### src/rtl/vga_timing_pkg.sv
// Default 640x480@60 raster constants and the 12-bit colour layout shared by
// the scan controller and the draw_* pixel generators.
package vga_timing_pkg;

  localparam int H_ACTIVE_D = 640;
  localparam int H_FP_D     = 16;
  localparam int H_SYNC_D   = 96;
  localparam int H_BP_D     = 48;
  localparam int V_ACTIVE_D = 480;
  localparam int V_FP_D     = 10;
  localparam int V_SYNC_D   = 2;
  localparam int V_BP_D     = 33;

  localparam int H_TOTAL_D  = H_ACTIVE_D + H_FP_D + H_SYNC_D + H_BP_D;
  localparam int V_TOTAL_D  = V_ACTIVE_D + V_FP_D + V_SYNC_D + V_BP_D;
  localparam int HS_START_D = H_ACTIVE_D + H_FP_D;
  localparam int HS_END_D   = HS_START_D + H_SYNC_D - 1;
  localparam int VS_START_D = V_ACTIVE_D + V_FP_D;
  localparam int VS_END_D   = VS_START_D + V_SYNC_D - 1;

  localparam int HW = 11;
  localparam int VW = 10;

  typedef struct packed {
    logic [3:0] r;
    logic [3:0] g;
    logic [3:0] b;
  } rgb_t;

endpackage

### src/rtl/sig_delay.sv
// Generic clk-rate shift register; DEPTH=0 degenerates to a wire.
module sig_delay #(
  parameter int                WIDTH     = 1,
  parameter int                DEPTH     = 1,
  parameter logic [WIDTH-1:0]  RESET_VAL = '0
) (
  input  logic             clk,
  input  logic             rst_n,
  input  logic [WIDTH-1:0] d,
  output logic [WIDTH-1:0] q
);

  generate
    if (DEPTH == 0) begin : g_wire
      logic unused_clk_rst;
      assign unused_clk_rst = clk ^ rst_n;
      assign q = d;
    end else begin : g_pipe
      logic [DEPTH-1:0][WIDTH-1:0] stage;
      always_ff @(posedge clk or negedge rst_n) begin
        if (!rst_n) begin
          stage <= {DEPTH{RESET_VAL}};
        end else begin
          stage[0] <= d;
          for (int i = 1; i < DEPTH; i++) stage[i] <= stage[i-1];
        end
      end
      assign q = stage[DEPTH-1];
    end
  endgenerate

endmodule

### src/rtl/vga_scan_ctrl.sv
// Raster timing master: pixel divider, h/v scan counters, frame tick, and
// sync/blank decode delayed to line up with the registered pixel pipeline.
module vga_scan_ctrl
  import vga_timing_pkg::*;
#(
  parameter int H_ACTIVE = H_ACTIVE_D,
  parameter int H_FP     = H_FP_D,
  parameter int H_SYNC   = H_SYNC_D,
  parameter int H_BP     = H_BP_D,
  parameter int V_ACTIVE = V_ACTIVE_D,
  parameter int V_FP     = V_FP_D,
  parameter int V_SYNC   = V_SYNC_D,
  parameter int V_BP     = V_BP_D,
  parameter int CLK_DIV  = 4,
  parameter int PIX_LAT  = 1
) (
  input  logic          clk,
  input  logic          rst_n,
  input  logic [11:0]   pixel,
  output logic [HW-1:0] hcount,
  output logic [VW-1:0] vcount,
  output logic          pix_en,
  output logic          frame_tick,
  output logic          hsync,
  output logic          vsync,
  output logic [3:0]    vga_r,
  output logic [3:0]    vga_g,
  output logic [3:0]    vga_b
);

  localparam int H_TOTAL  = H_ACTIVE + H_FP + H_SYNC + H_BP;
  localparam int V_TOTAL  = V_ACTIVE + V_FP + V_SYNC + V_BP;
  localparam int HS_START = H_ACTIVE + H_FP;
  localparam int HS_END   = HS_START + H_SYNC - 1;
  localparam int VS_START = V_ACTIVE + V_FP;
  localparam int VS_END   = VS_START + V_SYNC - 1;
  localparam int DW       = (CLK_DIV > 1) ? $clog2(CLK_DIV) : 1;
  localparam logic [DW-1:0] DIV_MAX = DW'(CLK_DIV - 1);

  logic [DW-1:0] div;
  logic          last_h, last_v;
  logic          hs_raw, vs_raw, act_raw;
  logic          hs_d, vs_d, act_d;
  rgb_t          rgb;

  always_ff @(posedge clk or negedge rst_n) begin
    if (!rst_n) div <= '0;
    else        div <= (div == DIV_MAX) ? '0 : div + 1'b1;
  end

  assign pix_en = (div == DIV_MAX);
  assign last_h = (hcount == HW'(H_TOTAL - 1));
  assign last_v = (vcount == VW'(V_TOTAL - 1));

  // Line and frame wrap resolve on the same edge; (0,V_TOTAL) never appears.
  always_ff @(posedge clk or negedge rst_n) begin
    if (!rst_n) begin
      hcount <= '0;
      vcount <= '0;
    end else if (pix_en) begin
      if (last_h) begin
        hcount <= '0;
        vcount <= last_v ? '0 : vcount + 1'b1;
      end else begin
        hcount <= hcount + 1'b1;
      end
    end
  end

  assign frame_tick = pix_en & last_h & last_v;

  assign hs_raw  = !(hcount >= HW'(HS_START) && hcount <= HW'(HS_END));
  assign vs_raw  = !(vcount >= VW'(VS_START) && vcount <= VW'(VS_END));
  assign act_raw = (hcount < HW'(H_ACTIVE)) && (vcount < VW'(V_ACTIVE));

  // Match the drawing pipeline latency so sync/blank line up with pixel.
  sig_delay #(
    .WIDTH    (3),
    .DEPTH    (PIX_LAT),
    .RESET_VAL(3'b110)
  ) u_dly (
    .clk  (clk),
    .rst_n(rst_n),
    .d    ({hs_raw, vs_raw, act_raw}),
    .q    ({hs_d, vs_d, act_d})
  );

  always_ff @(posedge clk or negedge rst_n) begin
    if (!rst_n) begin
      hsync <= 1'b1;
      vsync <= 1'b1;
      rgb   <= '0;
    end else begin
      hsync <= hs_d;
      vsync <= vs_d;
      rgb   <= act_d ? rgb_t'(pixel) : '0;
    end
  end

  assign vga_r = rgb.r;
  assign vga_g = rgb.g;
  assign vga_b = rgb.b;

endmodule

### config.mk
export PLATFORM = sky130hd
export DESIGN_NAME = vga_scan_ctrl
export DESIGN_NICKNAME = d
export VERILOG_FILES = /design/src/rtl/vga_timing_pkg.sv /design/src/rtl/sig_delay.sv /design/src/rtl/vga_scan_ctrl.sv
export SDC_FILE = /design/constraint.sdc
export NUM_CORES = 1
export LEC_CHECK = 0
export ABC_CLOCK_PERIOD_IN_PS = 2000
export CAP_MARGIN = 25
export CORE_MARGIN = 2
export CORE_UTILIZATION = 47
export DETAILED_ROUTE_END_ITERATION = 16
export HOLD_SLACK_MARGIN = 0.1
export PLACE_DENSITY = 0.79
export SLEW_MARGIN = 20
export SYNTH_ARGS = -nofsm -noshare
export SYNTH_HDL_FRONTEND = slang
export SYNTH_HIERARCHICAL = 1
export SYNTH_SLANG_ARGS = --single-unit
### constraint.sdc
create_clock -name clk -period 2 [get_ports clk]
set_clock_uncertainty 0.2 [all_clocks]
set_input_delay 0.3 -clock clk [delete_from_list [all_inputs] [get_ports clk]]
set_output_delay 0.3 -clock clk [all_outputs]
set_load 0.05 [all_outputs]
==> results.toml <==
[outcome]
outcome = "finished, violations left"
violations = "setup timing"

[place]
io_buffers = 50
pre_cts_ws_ps = -46.3
dpl.hpwl_um = 2770
placedInstanceArea_um2 = 2450
gp_congestion = 0.918

[synth]
synth_most_common_cell = "dfrtp_1"
ys_async_sr_fraction = 1.00
avgSynthCellArea_um2 = 11.0
yosysSeqAreaShare = 0.563
netlist_instances = 162
synth_seq_cells = 40
yosys.area.top_type = "dfrtp_1"
syn-cell-area_um2 = 1790
synthTopCellsByArea = "dfrtp_1, dfstp_2, and2_1"
ys_types = 36
synth_top_area_share = 0.505
netlist_top_cells_count = "dfrtp_1, and2_1, inv_1, nand3_1, o21ai_0"
synth_edf_count = 0
synth_ff_type = "dfrtp_1"
ys_warn_count = 6
syn-num-nets = 182

[route]
drt_iter0_markers = 87
route.detailed.drc = 0
wl_per_cell_um = 14.8
firstDrtPassIters = 5
ant_nets = 0
drt_wl_total_um = 4190
vias = 1545
vias_per_cell = 5.44

[clock_network]
clkSinkCount = 40
cts-root-buf = "clkbuf_8"
cts_buffer_depth = 2
cts_tree = "yes"
clk_transition_reported_paths_ps = 80
cts_inserted_buffers = 5
clock_latency_ps = 290
ctsHtreeMaxLevel = 2

[worst_setup_path]
rr_startpoint = "vcount[6]"
end_kind = "output pin"
critPathArrivalTime_ps = 1790
path_cells = "or3_1 > or4_4 > nor2_4 > buf_12"
cp-start-kind = "flip-flop"
slowest_stage = "or4_4"
cp_max_fo = 2
critPathKind = "flip-flop to output pin"
timing.critical_path.from = "vcount[6]"
cp_data_required_time_ps = 1500
slowest_delay_ps = 450

[finish]
stdcell_area_um2 = 2650
n_antenna_cell = 0
syn_to_final_growth_pct = 48.6
fillers = 258
final_layout_size_suffix_gt1_frac = 0.386
nNetsFinal = 255

[min_path]
min_from = "u_dly/q[1]"
hold_class = "flip-flop to flip-flop"

[sta]
finalHoldViolCount = 0
tns_ps = -443
fmax_mhz = 436
rsz0062_at_grt = "yes"
tightest_slew_ps = 498
period_share = 1.15
finalCriticalPeriod_ps = 2290
postLayoutSetupSlackWorst_ps = -294
setup_viol = 6
drv_slew = 0
slew_headroom = 0.667

[grt]
grt_pass1_wl_um = 6150
grt_pass1_vias = 1299
grt_max_degree = 41
grt_usage = 0.190
gr-total-overflow = 0
antenna_found_initial = 0

[power]
peakVddDrop_mv = 0.400
p_per_area_nw_per_um2 = 552
p_leak_uw = 0.00114

[floorplanning]
coreArea_um2 = 3660
die_x_um = 65.6
rows = 22
ioPinCount = 51
dieArea_um2 = 4310
die_y_um = 65.6
start_util = 0.488

[flow_run]
drv_cap = 0
## final timing paths
path                         endpoint  slack (ps)  cells past startpoint
hold reg to reg                 vsync         160                      0
hold / removal                  vsync         160                      0
setup reg to reg            vcount[9]         -40                      6
max in group asynchronous       vsync         860                      3
setup / recovery           frame_tick        -290                      4
min in group asynchronous   vcount[9]         380                      3
## through the flow
stage | std cells | hold WS, ps | power, µW | utilization
after floorplan | 162 | -196 | 893 | -
after global placement | 272 | 146 | 958 | 0.668
after detailed placement | 272 | 147 | 960 | 0.668
after CTS | 281 | 158 | 1480 | 0.696
after global routing | 284 | 162 | 1540 | 0.725
final | 284 | 158 | 1460 | 0.725
## routing by layer
| metal | up-vias | wire length (µm) | global-route usage |
|---|---|---|---|
| met3 | 9 | 282 | 0.0411 |
| met5 | - | 0 | 0 |
| met4 | 0 | 67 | 0.0938 |
| met1 | 756 | 1730 | 0.244 |
| li1 | 710 | - | - |
| met2 | 70 | 2110 | 0.302 |
## registers in the layout, indices dropped and copies added, names as in the netlist
register and flops:
vga_g 4, u_dly/q 3, hsync 1, vcount 10, vsync 1, vga_r 4
hcount 11, div 2, vga_b 4
## layout make-up
type	instances	area (µm²)	area share
sequential	40	1020	0.386
clock buffer	5	68.8	0.0259
inverter	11	41.3	0.0156
tap	48	60.1	0.0226
multi-input combinational	107	801	0.302
timing repair buffer	70	639	0.241
clock inverter	3	18.8	0.00707
## what timing repair did
item,in CTS,in global routing
endpoints found under the setup margin,6,8
setup buffers,0,2
gates resized for setup,1,19
endpoints found under the hold margin,36,0
gates cloned,0,1
hold buffers,1,0
pin swaps,2,3
## layout by cell type, fill, tap and decap left out, types with 5 or more instances in the layout
| cell | instances |
|---|---|
| buf_4 | 39 |
| clkdlybuf4s50_1 | 24 |
| dfrtp_1 | 21 |
| dfrtp_2 | 15 |
| and2_1 | 14 |
| nand3_1 | 11 |
| inv_1 | 9 |
| nand4_1 | 8 |
| nand2_1 | 8 |
| nor2_1 | 7 |
| xnor2_1 | 7 |
| o21ai_0 | 6 |
| clkbuf_8 | 5 |
## critical path, delay by kind of cell, from the launching register on
| kind | cells | cell delay (ps) |
|---|---|---|
| simple gates | 3 | 950 |
| flops | 1 | 410 |
| buf+inv | 1 | 140 |
## kinds of logic after synthesis
logic type / after synthesis / synth area share
AO/OA/AOI/OAI: 21 / 0.0680
AND/OR/NAND/NOR: 70 / 0.242
adder cells (fa/ha/maj): 6 / 0.0420
flip-flops: 40 / 0.563
XOR/XNOR: 10 / 0.0491
buffers and inverters: 15 / 0.0350
## report_power, final
group | internal (µW) | leakage [µW] | switching (µW) | total (µW)
registers | 821 | 0.000475 | 2.63 | 823
logic | 50.0 | 0.000616 | 70.2 | 120
clock network | 243 | 0.0000479 | 278 | 521
(Power assumes the default switching activity.)
